`src/rtl/mem_access_pkg.sv`:
```
// Shared types and constants for the load/store memory access unit.
// Holds the FSM encoding, default timeout, poison value and error-bit positions.
package mem_access_pkg;

   localparam int DATA_W          = 32;
   localparam int TIMEOUT_CYC_DEF = 16;

   localparam logic [DATA_W-1:0] POISON_WORD = 32'hDEADBEEF;

   localparam int ERR_MISALIGN = 0;
   localparam int ERR_TIMEOUT  = 1;

   typedef enum logic [1:0] {
      ST_IDLE = 2'd0,
      ST_BUSY = 2'd1,
      ST_DONE = 2'd2
   } state_t;

   // Word address presented to the backing memory: byte offset forced to zero.
   function automatic logic [DATA_W-1:0] word_addr(input logic [DATA_W-1:0] a);
      return {a[DATA_W-1:2], 2'b00};
   endfunction

endpackage

```
`src/rtl/mem_access_unit_if.sv`:
```
// Backing-memory request/response bus between the access unit (master) and memory (slave).
interface mem_access_unit_if;
   import mem_access_pkg::*;

   logic              mem_req_o;
   logic              mem_we_o;
   logic [DATA_W-1:0] mem_addr_o;
   logic [DATA_W-1:0] mem_wdata_o;
   logic [DATA_W-1:0] mem_rdata_i;
   logic              mem_ack_i;

   modport master (
      output mem_req_o, mem_we_o, mem_addr_o, mem_wdata_o,
      input  mem_rdata_i, mem_ack_i
   );

   modport slave (
      input  mem_req_o, mem_we_o, mem_addr_o, mem_wdata_o,
      output mem_rdata_i, mem_ack_i
   );

endinterface

```
`src/rtl/mem_access_unit_wait_counter.sv`:
```
// Wait-cycle counter for outstanding memory accesses; flags the last allowed cycle.
module wait_counter #(
   parameter int TIMEOUT_CYC = 16
) (
   input  logic clk_i,
   input  logic rst_i,
   input  logic clr_i,
   input  logic en_i,
   output logic tc_o
);

   localparam int CNT_W = $clog2(TIMEOUT_CYC + 1);
   localparam logic [CNT_W-1:0] TERM = CNT_W'(TIMEOUT_CYC - 1);

   logic [CNT_W-1:0] r_cnt;

   always_ff @(posedge clk_i) begin
      if (!rst_i) begin
         r_cnt <= '0;
      end else if (clr_i) begin
         r_cnt <= '0;
      end else if (en_i) begin
         r_cnt <= r_cnt + 1'b1;
      end
   end

   assign tc_o = (r_cnt == TERM);

endmodule

```
`src/rtl/mem_access_unit.sv`:
```
// Load/store unit: turns decoder MemRead/MemWrite into a stalled request/ack
// transaction on the backing-memory bus, with misalignment and timeout errors.
module mem_access_unit
   import mem_access_pkg::*;
#(
   parameter int TIMEOUT_CYC = TIMEOUT_CYC_DEF
) (
   input  logic              clk_i,
   input  logic              rst_i,
   input  logic              MemRead_i,
   input  logic              MemWrite_i,
   input  logic [DATA_W-1:0] addr_i,
   input  logic [DATA_W-1:0] data_i,
   output logic [DATA_W-1:0] data_o,
   output logic              stall_o,
   output logic [1:0]        err_o,
   mem_access_unit_if.master mem
);

   state_t            r_state;
   state_t            w_next;
   logic              r_we;
   logic [DATA_W-1:0] r_addr;
   logic [DATA_W-1:0] r_wdata;
   logic [DATA_W-1:0] r_data;
   logic [1:0]        r_err;

   logic w_one_op;
   logic w_aligned;
   logic w_start;
   logic w_misalign;
   logic w_busy;
   logic w_ack;
   logic w_tc;
   logic w_tmo;

   // Both strobes high is an illegal decode and is silently dropped.
   assign w_one_op   = MemRead_i ^ MemWrite_i;
   assign w_aligned  = (addr_i[1:0] == 2'b00);
   assign w_start    = (r_state == ST_IDLE) && w_one_op && w_aligned;
   assign w_misalign = (r_state == ST_IDLE) && w_one_op && !w_aligned;
   assign w_busy     = (r_state == ST_BUSY);
   assign w_ack      = w_busy && mem.mem_ack_i;
   assign w_tmo      = w_busy && !mem.mem_ack_i && w_tc;

   wait_counter #(
      .TIMEOUT_CYC (TIMEOUT_CYC)
   ) u_wait_counter (
      .clk_i (clk_i),
      .rst_i (rst_i),
      .clr_i (!w_busy),
      .en_i  (w_busy && !mem.mem_ack_i),
      .tc_o  (w_tc)
   );

   always_ff @(posedge clk_i) begin
      if (!rst_i) begin
         r_state <= ST_IDLE;
      end else begin
         r_state <= w_next;
      end
   end

   always_comb begin
      w_next        = r_state;
      stall_o       = 1'b0;
      mem.mem_req_o = 1'b0;
      unique case (r_state)
         ST_IDLE: begin
            if (w_start) begin
               stall_o = 1'b1;
               w_next  = ST_BUSY;
            end
         end
         ST_BUSY: begin
            stall_o       = 1'b1;
            mem.mem_req_o = 1'b1;
            if (w_ack || w_tmo) begin
               w_next = ST_DONE;
            end
         end
         ST_DONE: begin
            w_next = ST_IDLE;
         end
         default: begin
            w_next = ST_IDLE;
         end
      endcase
   end

   // Latched request, load result and sticky error flags.
   always_ff @(posedge clk_i) begin
      if (!rst_i) begin
         r_we    <= 1'b0;
         r_addr  <= '0;
         r_wdata <= '0;
         r_data  <= '0;
         r_err   <= 2'b00;
      end else begin
         if (w_start) begin
            r_we    <= MemWrite_i;
            r_addr  <= word_addr(addr_i);
            r_wdata <= data_i;
         end
         if (w_ack && !r_we) begin
            r_data <= mem.mem_rdata_i;
         end else if (w_tmo && !r_we) begin
            r_data <= POISON_WORD;
         end
         if (w_misalign) begin
            r_err[ERR_MISALIGN] <= 1'b1;
         end
         if (w_tmo) begin
            r_err[ERR_TIMEOUT] <= 1'b1;
         end
      end
   end

   assign mem.mem_we_o    = r_we;
   assign mem.mem_addr_o  = r_addr;
   assign mem.mem_wdata_o = r_wdata;
   assign data_o          = r_data;
   assign err_o           = r_err;

endmodule

```
`src/flat_wrapper.sv`:
```
// flat-port wrapper written by rule: the top's interface ports become plain ports
module mem_access_unit_flat import mem_access_pkg::*;
#(
   parameter int TIMEOUT_CYC = TIMEOUT_CYC_DEF
)
  (clk_i, rst_i, MemRead_i, MemWrite_i, addr_i, data_i, data_o, stall_o, err_o, mem_mem_req_o, mem_mem_we_o, mem_mem_addr_o, mem_mem_wdata_o, mem_mem_rdata_i, mem_mem_ack_i);
  mem_access_unit_if mem_i ();
  input  logic clk_i;
  input  logic rst_i;
  input  logic MemRead_i;
  input  logic MemWrite_i;
  input  logic [DATA_W-1:0] addr_i;
  input  logic [DATA_W-1:0] data_i;
  output logic [DATA_W-1:0] data_o;
  output logic stall_o;
  output logic [1:0] err_o;
  output wire logic [$bits(mem_i.mem_req_o)-1:0] mem_mem_req_o;
  output wire logic [$bits(mem_i.mem_we_o)-1:0] mem_mem_we_o;
  output wire logic [$bits(mem_i.mem_addr_o)-1:0] mem_mem_addr_o;
  output wire logic [$bits(mem_i.mem_wdata_o)-1:0] mem_mem_wdata_o;
  input wire logic [$bits(mem_i.mem_rdata_i)-1:0] mem_mem_rdata_i;
  input wire logic [$bits(mem_i.mem_ack_i)-1:0] mem_mem_ack_i;
  assign mem_mem_req_o = mem_i.mem_req_o;
  assign mem_mem_we_o = mem_i.mem_we_o;
  assign mem_mem_addr_o = mem_i.mem_addr_o;
  assign mem_mem_wdata_o = mem_i.mem_wdata_o;
  assign mem_i.mem_rdata_i = mem_mem_rdata_i;
  assign mem_i.mem_ack_i = mem_mem_ack_i;
  mem_access_unit #(.TIMEOUT_CYC(TIMEOUT_CYC)) u_core (.clk_i(clk_i), .rst_i(rst_i), .MemRead_i(MemRead_i), .MemWrite_i(MemWrite_i), .addr_i(addr_i), .data_i(data_i), .data_o(data_o), .stall_o(stall_o), .err_o(err_o), .mem(mem_i));
endmodule
```
`config.mk`:
```
export PLATFORM = sky130hd
export DESIGN_NAME = mem_access_unit_flat
export DESIGN_NICKNAME = d
export VERILOG_FILES = /design/src/rtl/mem_access_pkg.sv /design/src/rtl/mem_access_unit_if.sv /design/src/rtl/mem_access_unit_wait_counter.sv /design/src/rtl/mem_access_unit.sv /design/src/flat_wrapper.sv
export SDC_FILE = /design/constraint.sdc
export NUM_CORES = 1
export LEC_CHECK = 0
export BUFFER_PORTS_ARGS = -buffer_cell sky130_fd_sc_hd__buf_2
export CAP_MARGIN = 10
export CORE_MARGIN = 1.5
export CORE_UTILIZATION = 49
export DETAILED_ROUTE_END_ITERATION = 10
export MAX_ROUTING_LAYER = met4
export PLACE_DENSITY = 0.84
export SYNTH_ARGS = -nofsm -noshare
export SYNTH_HDL_FRONTEND = slang
export SYNTH_SLANG_ARGS = --single-unit
```
`constraint.sdc`:
```
create_clock -name clk_i -period 4.4 [get_ports clk_i]
set_input_delay 0.44 -clock clk_i [delete_from_list [all_inputs] [get_ports clk_i]]
set_output_delay 0.44 -clock clk_i [all_outputs]
set_load 0.1 [all_outputs]
```
* Yosys cells after proc, flatten, opt, wreduce, memory -nomap -nowiden
Cells that the tools add are included. W data, S select, Z words.
Word-level totals: register bits 104, logic and storage cells 39, output and inout port bits 101
Operators by class: add/subtract/negate cells 1, reduce and logical (&&, ||, !) cells 17, mux-type cells 8, bitwise gates (word level) 1, equal/unequal tests 4
Operators by type and width (number):
- $mux W32 | 2
- $logic_and A1 B1 Y1 | 8
- $add A5 B1 Y5 const B | 1
- $eq A5 B4 Y1 const B | 1
- $logic_not A2 Y1 | 2
- $mux W2 | 2
- $pmux W2 S2 | 1
- $reduce_and A2 Y1 | 2
- $logic_not A1 Y1 | 3
- $eq A2 B1 Y1 const B | 1
- $mux W1 | 2
- $ne A2 B1 Y1 const B | 1
- $ne A2 B2 Y1 const B | 1
- $pmux W1 S2 | 1
- $reduce_bool A2 Y1 | 1
- $logic_or A1 B1 Y1 | 1
- $xor A1 B1 Y1 | 1

* Longest topological paths before layout
Gate-level depths: netlist (run 1).
depth in word-level cells 6, depth in mapped cells 7, depth with buffers taken out 6

* By module
From an unflattened synthesis (run 1), not the netlist that was laid out.
Second synthesis, totals: cell total of the unflattened synthesis 416, area total of the unflattened synthesis 4036.4 um2
Modules (own cells, without submodules):
- mem_access_unit | cells an instance 392, area each 3797.4 um2, instances 1, seq. area each 1981.9 um2
- wait_counter | cells an instance 24, area each 239.0 um2, instances 1, seq. area each 100.1 um2

* Worst setup path before layout (run 1)
No wires, ideal clock.
path kind input -> output, start point in addr_i[1], end point out stall_o, slack 2130 ps, buffers on the path 3, stages 6, data required time 3960 ps, arrival time 1830 ps, path through or2_0 > and3b_1 > clkbuf_1 > buf_4 > buf_4 > o21ba_2
On the way: longest elaborated chain between the ends 4
RTL lines:
- start, declared | RTL line flat_wrapper.sv:12 | input logic [DATA_W-1:0] addr_i;
- $logic_not A2 Y1 | RTL line mem_access_unit.sv:39 | assign w_aligned = (addr_i[1:0] == 2'b00);
- $logic_and A1 B1 Y1 | RTL line mem_access_unit.sv:40 | assign w_start = (r_state == ST_IDLE) && w_one_op && w_aligned;
- $mux W1 | RTL line mem_access_unit.sv:70 | if (w_start) begin
- $pmux W1 S2 | RTL line mem_access_unit.sv:68 | unique case (r_state)
- end, declared | RTL line flat_wrapper.sv:15 | output logic stall_o;
Every way passes these cells.

* Worst setup path after layout (run 1)
start point reg u_core.u_wait_counter.r_cnt[0], end point reg u_core.r_data[25] (netlist: u_core.data_o[25])
On the way: longest elaborated chain between the ends 4
RTL lines:
- start, declared | RTL line mem_access_unit_wait_counter.sv:15 | logic [CNT_W-1:0] r_cnt;
- start signal, assigned | RTL line mem_access_unit_wait_counter.sv:23 | r_cnt <= r_cnt + 1'b1;
- $eq A5 B4 Y1 | RTL line mem_access_unit_wait_counter.sv:27 | assign tc_o = (r_cnt == TERM);
- $logic_and A1 B1 Y1 | RTL line mem_access_unit.sv:44 | assign w_tmo = w_busy && !mem.mem_ack_i && w_tc;
- $logic_and A1 B1 Y1 | RTL line mem_access_unit.sv:107 | end else if (w_tmo && !r_we) begin
- $reduce_bool A2 Y1 (no source line)
- end signal, assigned | RTL line mem_access_unit.sv:106 | r_data <= mem.mem_rdata_i;
- end, declared | RTL line mem_access_unit.sv:25 | logic [DATA_W-1:0] r_data;
Every way passes these cells. A chain may end at the register's enable or synchronous reset.

==> results of run 1 <==
power by group:
| part | switching, mW | internal, mW |
|---|---|---|
| Sequential | 0.0175 | 0.975 |
| Combinational | 0.348 | 0.0986 |
| Clock | 0.315 | 0.296 |
| Total | 0.680 | 1.37 |
kinds of logic after synthesis:
kind of cell	Yosys count	share of synthesized area
and+or+nand+nor	165	0.1670
other	1	0.0009357
DFF	104	0.5195
adders and majority gates	2	0.006243
xor gates and xnor gates	3	0.006558
buffers and inverters	38	0.04870
AOI/OAI and AO/OA	38	0.09116
muxes	64	0.1598
synth_stat cells:
| library cell | instances | area [um2] |
|---|---|---|
| nor3b_2 | 1 | 12.51 |
| o221a_1 | 1 | 11.26 |
| ha_1 | 2 | 25.02 |
| buf_4 | 7 | 52.55 |
| and2b_1 | 1 | 7.510 |
| o2111ai_1 | 1 | 8.760 |
| or4_1 | 1 | 7.510 |
| xnor2_1 | 1 | 8.760 |
| o21ba_2 | 1 | 10.01 |
| xor2_1 | 2 | 17.52 |
| o21a_1 | 2 | 15.01 |
| buf_6 | 2 | 22.52 |
| or3b_4 | 1 | 11.26 |
| dfxtp_1 | 104 | 2082 |
| a31oi_1 | 1 | 6.260 |
| nand2_1 | 143 | 536.8 |
| and3b_1 | 1 | 8.760 |
| o22ai_1 | 8 | 50.05 |
| nor2b_1 | 1 | 6.260 |
| conb_1 | 1 | 3.750 |
| a21oi_1 | 1 | 5.000 |
| o221a_2 | 23 | 259.0 |
| and3_1 | 1 | 6.260 |
| or2_0 | 1 | 6.260 |
| inv_1 | 2 | 7.510 |
| and2b_2 | 1 | 8.760 |
| clkbuf_1 | 18 | 67.56 |
| nor2_1 | 10 | 37.54 |
| mux2i_1 | 64 | 640.6 |
| nand3_1 | 1 | 5.000 |
| buf_2 | 9 | 45.04 |
| nand3b_1 | 2 | 15.01 |
layout by cell type (no fill, tap or decap), types with 2 or more instances in the layout:
cell type	Yosys	final
buf_2	9	198
buf_4	7	4
clkbuf_8	0	11
conb_1	1	2
dfxtp_1	104	104
ha_1	2	2
inv_1	2	2
mux2i_1	64	64
nand2_1	143	143
nand3b_1	2	2
nor2_1	10	10
o21a_1	2	2
o221a_2	23	23
o22ai_1	8	8
xor2_1	2	2
registers in the layout, summed over array words and instances, names as in the netlist:
signal,cells
u_core.data_o,32
u_core.u_wait_counter.r_cnt,5
u_core.mem.mem_we_o,1
u_core.mem.mem_wdata_o,32
u_core.err_o,2
u_core.r_state,2
u_core.mem.mem_addr_o,30
per-stage QoR:
stage                     worst slack [ps]  hold slack, ps
final                                 2082           317.6
after global placement                2178           438.7
after detailed placement              2096           443.6
after CTS                             2075           296.9
after floorplan                       2130           454.4
after global routing                  1873           296.4
metal layers:
| metal | vias up | part of all wire |
|---|---|---|
| met5 | - | 0 |
| met4 | 0 | 0.012 |
| met3 | 11 | 0.088 |
| met2 | 137 | 0.47 |
| met1 | 1583 | 0.43 |
| li1 | 1747 | - |
cell type report:
cell class / count / share of cell area
Clock buffer: 12 / 0.02990
Inverter: 2 / 0.001447
Multi-Input combinational cell: 274 / 0.3361
Timing Repair Buffer: 202 / 0.1968
Tap cell: 102 / 0.02460
Clock inverter: 4 / 0.009887
Sequential cell: 104 / 0.4013
worst max-delay path, stage by stage (launching register included):
cell and delay [ps]:
dfxtp_1 380, ha_1 170, and3_1 160, ha_1 180, nor2_1 80, nor3b_4 950
o221a_2 340
final timing paths:
path | start | end | slack, ps | cells past startpoint
worst max-delay path | u_core.u_wait_counter.r_cnt[0]$_SDFFE_PN0P_ | u_core.data_o[25]$_SDFFE_PN0P_ | 2080 | 6
worst min-delay path | addr_i[20] | u_core.mem.mem_addr_o[20]$_SDFFE_PN0P_ | 320 | 3
worst max register to register | u_core.u_wait_counter.r_cnt[0]$_SDFFE_PN0P_ | u_core.data_o[25]$_SDFFE_PN0P_ | 2080 | 6
worst min register to register | u_core.mem.mem_wdata_o[9]$_SDFFE_PN0P_ | u_core.mem.mem_wdata_o[9]$_SDFFE_PN0P_ | 460 | 2
==> results.md, run 1 <==
- Mapped Area: 0.004008 mm2
- CP Max Fanout: 32
- Kind of critical path: reg2reg
- Placed Area: about 0.005 mm2
- Worst Hold Class: in2reg
- Yosys cell types: 32
- Synth Instances: ~420
- Leakage power total: 2.485 nW
- Via/cell ratio: 4.969
- Max Cap Violations: 0
- Total Routed Length: 9381 um
- DR vias: 3478
- Initial antenna violation count: 0
- Initial Util: 0.5133
- H-tree lvl count: 3
- Worst-Skew Late Latency: roughly 350 ps
- 1st-iter DRT viols: 87
- CTS Buf Count: 9
- Met1 Track Usage GR: 0.2540
- Worst EP required: 4690 ps
- Final setup viols: 0
- Residual DRC: 0
- Final non-filler cell total: 700
- CTS sink cnt: ~100
- DRT antenna net count: 0
- Pwr Density: 395.0 mW/mm2
- Critical path endpoint category: register
- First-pass GRT wire length: 14570 um
- Antenna Cells: 0
- Largest net degree at the start of global routing: 72
- Nets: 696
- Max IR drop VDD: about 0.00023 V
- Critical Path AT: 2610 ps
- Row cnt: 32
- Worst Setup Start Kind: register
- DIE WIDTH: 93.44 um
- Worst Tran Pin Value: 1180 ps
- Power Total: 2.050 mW
- Area of the core: 0.007807 mm2
- Number of synthesized register bits: 104
- Achievable Freq: 0.4315 GHz
- Yosys warns: 0
- Final Skew: 12.90 ps
- Area of the multi-input gates: around 0.0017 mm2
- Fin. Hold Viols: 0
- Die Height: 93.44 um
- Clock buffer depth: 2
- Slew Limit Headroom: 0.2124
- Busiest layer in global routing: met2
- Root buffer cell: clkbuf_8
- Final Max Slew Viols: 0
- Mean Syn Cell Area: 9.657 um2
- Setup Buffers After CTS: 0
- Sequential share of the synthesized area: 0.5195
- Layout cells sized above 1: 0.4097
- Setup TNS: 0 ps
- Placed insts: 684
- Die area: 0.008730 mm2
- Minimum clock period: 2318 ps
- Area delta synth->final: 29.47%
- CTS resizes: 0
- Post-DR wirelength/cell: 13.40 um
- Fillers: 656
- Final HPWL DP: 6761 um
- Final instance area: 0.005189 mm2
- Grt ovf: 0
- Worst-path clk slew: about 100 ps
- Met2 Use GR: 0.3527
- GRT Total Usage: 0.2153
- Gpl congestion: 0.7920
- Sequential Area: 0.002082 mm2
- Vias in the first global route: 3209
- Grt met3 use: 0.05854
- 1st-pass router iterations: 4
- CTS tree: built
- Final core occ: 0.6646
- Hold buffer count at cts: 0
- Period utilization: 0.5268
- IO Count: just over 200
- RSZ-0062 raised after global routing: no
- IO buf count: 199
- Status: finished, final reports clean
No activity file was read; power rests on OpenSTA's default activity.
==> run 2, diff against run 1 <==
--- a/config.mk
+++ b/config.mk
@@ -5,13 +5,14 @@
 export SDC_FILE = /design/constraint.sdc
 export NUM_CORES = 1
 export LEC_CHECK = 0
+export ABC_AREA = 1
 export BUFFER_PORTS_ARGS = -buffer_cell sky130_fd_sc_hd__buf_2
 export CAP_MARGIN = 10
 export CORE_MARGIN = 1.5
-export CORE_UTILIZATION = 49
+export CORE_UTILIZATION = 43
 export DETAILED_ROUTE_END_ITERATION = 10
 export MAX_ROUTING_LAYER = met4
-export PLACE_DENSITY = 0.84
+export PLACE_DENSITY = 0.76
 export SYNTH_ARGS = -nofsm -noshare
 export SYNTH_HDL_FRONTEND = slang
 export SYNTH_SLANG_ARGS = --single-unit
==> constraint.sdc (replaced) <==
create_clock -name clk_i -period 1.99 [get_ports clk_i]
set_input_delay 0.199 -clock clk_i [delete_from_list [all_inputs] [get_ports clk_i]]
set_output_delay 0.199 -clock clk_i [all_outputs]
set_load 0.1 [all_outputs]
==> results.md, run 2 <==
- Status: finished, final reports clean
- Initial antenna violation count: 0 (unchanged)
- Share of the synthesized area in the top cell type: 0.4514 (-0.06808)
- Top_reg_cell synth: dfxtp_1
- Layout cells sized above 1: 0.2778 (-0.1319)
- Most frequent cell after synthesis: nor2_1
- Area of the core: 0.01037 mm2 (+33%)
- Worst Hold Class: in2reg
- Max IR drop VDD: 0.0005308 V (+140%)
- Ys async rst share: 0 (unchanged)
- Mean Syn Cell Area: 6.967 um2 (-28%)
- Final Max Slew Viols: 0 (unchanged)
- Crit path from: u_core.r_state[1]$_SDFFE_PN0P_
- Worst-Skew Late Latency: 350 ps (about the same)
- Vias in the first global route: 4144 (+29%)
- Mapped Area: 0.004612 mm2 (+15%)
- Max Cap Violations: 0 (unchanged)
- Die area: 0.01136 mm2 (+30%)
- Minimum clock period: 1611 ps
- Antenna Cells: 0 (unchanged)
- Largest net degree at the start of global routing: 88 (+22%)
- Final Skew: 11.41 ps (-1.487 ps)
- Worst EP required: 1790 ps (-2900 ps)
- R2R Setup Slk: 420 ps (-1660 ps)
- CTS Buf Count: 9 (unchanged)
- Worst-path cell chain: nor2_4 -> nand4_1 -> nand2_1 -> buf_12
- R2R cell count: 8 (+2)
- Final HPWL DP: 7571 um (+12%)
- Power Total: 5.004 mW (+140%)
- DIE WIDTH: 106.6 um (+14%)
- Root buffer cell: clkbuf_8
- Hold buffer count at cts: 0 (unchanged)
- Kind of critical path: reg2out
- DRT antenna net count: 0 (unchanged)
- CTS tree: built
- Yosys warns: 0 (unchanged)
- CP Max Fanout: 3 (-91%)
- Top delay family on crit path: simple AND/OR/NAND/NOR gates
- Synth area leaders: dfxtp_1, nor2_1, nand3_1
- Final setup viols: 0 (unchanged)
- Worst Setup Start Kind: register
- GRT Total Usage: 0.1954 (-0.01991)
- Setup TNS: 0 ps (unchanged)
- Slew Limit Headroom: 0.6499 (+0.4375)
- Nets: 946 (+36%)
- CP Buf/Inv Count: 1 (+1)
- 1st-pass router iterations: 4 (unchanged)
- Critical Path AT: 1410 ps (-1200 ps)
- Most common cell after layout, fill and taps aside: buf_2
- Row cnt: 37 (+16%)
- Synth Instances: 662 (+60%)
- 1st-iter DRT viols: 199 (+130%)
- Sequential share of the synthesized area: 0.4514 (-0.06808)
- Worst-path clk slew: 100 ps (about the same)
- IO buf count: 199 (unchanged)
- Initial Util: 0.4447 (-0.06856)
- Post-DR wirelength/cell: 10.87 um (-19%)
- Commonest cells after routing, fill and taps aside: buf_2, nor2_1, inv_1
- IO Count: 202 (unchanged)
- Residual DRC: 0 (unchanged)
- Grt ovf: 0 (unchanged)
- Critical path endpoint category: primary output
- First-pass GRT wire length: 17750 um (+22%)
- Setup Buffers After CTS: 0 (unchanged)
- Gpl congestion: 0.7938 (+0.23%)
- Worst hold slack: 111.6 ps (-206.1 ps)
- Pwr Density: 858.6 mW/mm2 (+120%)
- CTS resizes: 0 (unchanged)
- End of the critical path: stall_o
- Worst path slowest cell: dfxtp_1
- Number of synthesized register bits: 104 (unchanged)
- CTS sink cnt: 104 (unchanged)
- Commonest cells in the netlist: nor2_1, inv_1, nand2_1
- Clock buffer depth: 2 (unchanged)
- Leakage power total: 3.205 nW (+29%)
- Total Routed Length: 10670 um (+14%)
- Post-synth top area cell: dfxtp_1
- Die Height: 106.6 um (+14%)
- Yosys cell types: 25 (-22%)
- Worst r2r src: u_core.u_wait_counter.r_cnt[0]$_SDFFE_PN0P_
- DR vias: 4511 (+30%)
- H-tree lvl count: 3 (unchanged)
- Fin. Hold Viols: 0 (unchanged)
- Area delta synth->final: 26.37%
- Achievable Freq: between 0.6 and 0.7 GHz
- Post-synth EDFFs: 0 (unchanged)
- RSZ-0062 raised after global routing: no
- Slowest stage delay, CP: 370 ps (-580 ps)
- Worst Tran Pin Value: 528.7 ps (-651.4 ps)
- RR Endpoint: u_core.data_o[22]$_SDFFE_PN0P_
- Via/cell ratio: 4.594 (-7.5%)
- Period utilization: 0.8094
- Critical path depth: 4 (-2)
==> run 2: final cells by class <==
class / count / area (um2)
fillers: 1077 / 4542
well taps: 136 / 170.2
inverters: 125 / 469.2
flip-flops and latches: 104 / 2082
multi-input cells: 394 / 1765
repair buffers: 209 / 1149
clock buffers: 10 / 137.6
clock inverters: 4 / 55.05
==> run 2: tightest hold or removal path, stage by stage <==
cell,delay (ps)
buf_2,90
nand3_1,70
a21oi_1,60
==> run 2: routing by layer <==
layer / up-vias / track usage / part of all wire
met5: - / - / 0
met4: 0 / 0.07619 / 0.025
met3: 20 / 0.04844 / 0.072
met2: 161 / 0.3471 / 0.48
met1: 1994 / 0.2082 / 0.42
li1: 2336 / - / -
==> run 2: per-stage QoR <==
step / setup WS (ps) / instances / util / instance area (um2)
6_report: 379.4 / 982 / 0.5620 / 5828
3_5_place_dp: 432.3 / 968 / 0.5434 / 5635
4_1_cts: 350.2 / 982 / 0.5620 / 5828
2_1_floorplan: 16.84 / 663 / - / 4616
3_3_place_gp: 482.2 / 968 / 0.5434 / 5635
5_1_grt: 224.6 / 982 / 0.5620 / 5828
==> run 2: how the worst min path moves through the flow <==
stage,depth (start not counted),start,slack (ps),endpoint
2_1_floorplan,2,mem_mem_ack_i,350,u_core.u_wait_counter.r_cnt[0]$_SDFFE_PN0P_
3_3_place_gp,2,u_core.data_o[2]$_SDFFE_PN0P_,420,u_core.data_o[2]$_SDFFE_PN0P_
3_5_place_dp,2,u_core.data_o[30]$_SDFFE_PN0P_,430,u_core.data_o[30]$_SDFFE_PN0P_
4_1_cts,3,mem_mem_rdata_i[20],80,u_core.data_o[20]$_SDFFE_PN0P_
5_1_grt,3,mem_mem_rdata_i[14],100,u_core.data_o[14]$_SDFFE_PN0P_
6_report,3,mem_mem_rdata_i[20],110,u_core.data_o[20]$_SDFFE_PN0P_
==> run 2: cells by family after synthesis <==
logic type	count (synthesis)	synth area share
and+or+nand+nor	346	0.3256
DFF	104	0.4514
AOI/OAI and AO/OA	43	0.04829
other	1	0.0008131
adders and majority gates	2	0.005425
buffers and inverters	165	0.1666
xor gates and xnor gates	1	0.001899
==> run 2: power by group <==
| group | internal, mW | total (mW) | switching (mW) | leakage (nW) |
|---|---|---|---|---|
| registers | 2.19 | 2.24 | 0.0505 | 0.848 |
| logic | 0.304 | 1.47 | 1.17 | 2.26 |
| clock network | 0.610 | 1.29 | 0.684 | 0.0948 |
| total | 3.10 | 5.00 | 1.90 | 3.20 |
==> run 3, diff against run 2 <==
--- a/config.mk
+++ b/config.mk
@@ -9,10 +9,10 @@
 export BUFFER_PORTS_ARGS = -buffer_cell sky130_fd_sc_hd__buf_2
 export CAP_MARGIN = 10
 export CORE_MARGIN = 1.5
-export CORE_UTILIZATION = 43
+export CORE_UTILIZATION = 47
 export DETAILED_ROUTE_END_ITERATION = 10
 export MAX_ROUTING_LAYER = met4
-export PLACE_DENSITY = 0.76
+export PLACE_DENSITY = 0.78
 export SYNTH_ARGS = -nofsm -noshare
 export SYNTH_HDL_FRONTEND = slang
 export SYNTH_SLANG_ARGS = --single-unit
==> constraint.sdc (replaced) <==
create_clock -name clk_i -period 1.7 [get_ports clk_i]
set_input_delay 0.17 -clock clk_i [delete_from_list [all_inputs] [get_ports clk_i]]
set_output_delay 0.17 -clock clk_i [all_outputs]
set_load 0.1 [all_outputs]
==> results.md, run 3 (same netlist as run 2, synthesis figures left out) <==
- DP Worst Slack: 146.3 ps (-285.9 ps)
- Achievable Freq: 0.6124 GHz
- IO Count: 202 (unchanged)
- Final Skew: 9.084 ps (-2.326 ps)
- DRT antenna net count: 0 (unchanged)
- Slew Limit Headroom: 0.6472 (-0.002730)
- DIE WIDTH: 102.1 um (-4.2%)
- Status: finished, final reports clean
- Fin. Hold Viols: 0 (unchanged)
- Antenna Cells: 0 (unchanged)
- Critical path endpoint category: primary output
- Final worst slack: 67.14 ps (-312.2 ps)
- Final Max Slew Viols: 0 (unchanged)
- Pwr Density: 1020 mW/mm2 (+19%)
- Residual DRC: 0 (unchanged)
- Total Routed Length: 11370 um (+6.6%)
- Clock buffer depth: 2 (unchanged)
- Worst Setup Start Kind: register
- Gpl congestion: 0.7550 (-4.9%)
- Via/cell ratio: 4.599 (+0.12%)
- Kind of critical path: reg2out
- Die area: 0.01042 mm2 (-8.3%)
- Slowest stage delay, CP: 460 ps (+90 ps)
- Power Total: 6.071 mW (+21%)
- Worst-path clk slew: 100 ps (about the same)
- Most common cell after layout, fill and taps aside: buf_2
- Post-DR wirelength/cell: 11.57 um (+6.5%)
- Final HPWL DP: 7761 um (+2.5%)
- Die Height: 102.1 um (-4.2%)
- Setup TNS: 0 ps (unchanged)
- Hold buffer count at cts: 0 (unchanged)
- 1st-pass router iterations: 4 (unchanged)
- Root buffer cell: clkbuf_8
- H-tree lvl count: 3 (unchanged)
- Area delta synth->final: 29.11%
- Critical Path AT: 1460 ps (+50 ps)
- Worst EP required: 1530 ps (-260 ps)
- Commonest cells after routing, fill and taps aside: buf_2, nor2_1, inv_1
- Worst-path cell chain: inv_1 -> nor2_4 -> buf_2
- CTS sink cnt: 104 (unchanged)
- GRT Total Usage: 0.2145 (+0.01914)
- CTS Buf Count: 9 (unchanged)
- Initial Util: 0.4921 (+0.04738)
- Nets: 952 (+0.63%)
- Final non-filler cell total: 983 (+0.10%)
- Placed Area: 0.005655 mm2 (+0.36%)
- CP Max Fanout: 4 (+1)
- Worst-Skew Late Latency: 340 ps (about the same)
- Initial antenna violation count: 0 (unchanged)
- R2R cell count: 8 (unchanged)
- Largest net degree at the start of global routing: 58 (-34%)
- Layout cells sized above 1: 0.2845 (+0.006766)
- Area of the core: 0.009371 mm2 (-9.6%)
- Worst path slowest cell: buf_2
- Leakage power total: 3.271 nW (+2.1%)
- 1st-iter DRT viols: 132 (-34%)
- Vias in the first global route: 3951 (-4.7%)
- Placed insts: 963 (-0.52%)
- WHS Path Cells: 3 (unchanged)
- Final instance area: 0.005954 mm2 (+2.2%)
- Grt ovf: 0 (unchanged)
- Max Cap Violations: 0 (unchanged)
- First-pass GRT wire length: 17450 um (-1.7%)
- Max IR drop VDD: 0.0005105 V (-3.8%)
- IO buf count: 199 (unchanged)
- CTS tree: built
- Final setup viols: 0 (unchanged)
- Worst Hold Class: in2reg
- DR vias: 4521 (+0.22%)
- Worst Tran Pin Value: 532.9 ps (+4.124 ps)
- Period utilization: 0.9605
- Row cnt: 35 (-5.4%)
- Minimum clock period: 1633 ps
[run 3: power breakdown]
part           switching (mW)  internal (mW)
logic                    1.38          0.375
registers              0.0603           2.56
clock network           0.817          0.878
[run 3: path summary, 6_finish.rpt]
path	startpoint	endpoint	slack [ps]
worst max register to register	u_core.u_wait_counter.r_cnt[0]$_SDFFE_PN0P_	u_core.data_o[0]$_SDFFE_PN0P_	70
worst min register to register	u_core.data_o[1]$_SDFFE_PN0P_	u_core.data_o[1]$_SDFFE_PN0P_	450
worst max-delay path	u_core.r_state[0]$_SDFFE_PN0P_	mem_mem_req_o	70
worst min-delay path	mem_mem_rdata_i[17]	u_core.data_o[17]$_SDFFE_PN0P_	90
[run 3: final cells by class]
cell class	instances	area [um2]
multi-input cells	394	1777
repair buffers	215	1241
flip-flops and latches	104	2083
clock inverters	4	77.57
inverters	125	469.2
clock buffers	12	145.1
fillers	920	3417
well taps	129	161.4
[run 3: through the flow]
stage                     hold slack (ps)  utilization
final                               87.20       0.6354
after global routing                86.71       0.6354
after global placement              424.9       0.6035
after floorplan                     325.9            -
after detailed placement            432.0       0.6035
after CTS                           66.14       0.6272
[run 3: worst max-delay path, delay by kind of cell, from the launching register on]
kind / cells / cell delay (ps)
buffers and inverters: 2 / 560
flip-flops: 1 / 400
AND/OR/NAND/NOR: 1 / 160
[run 3: what timing repair did]
item                                    in CTS  in global routing
resized for setup                            0                  2
buffers inserted                             0                  2
endpoints found under the setup margin       0                  4
[run 3: metal layers]
metal / part of all wire / wire, um / GRT usage
met3: 0.076 / 862 / 0.05814
met5: 0 / 0 / -
met1: 0.44 / 5030 / 0.2551
met2: 0.46 / 5269 / 0.3546
met4: 0.019 / 212 / 0.06533
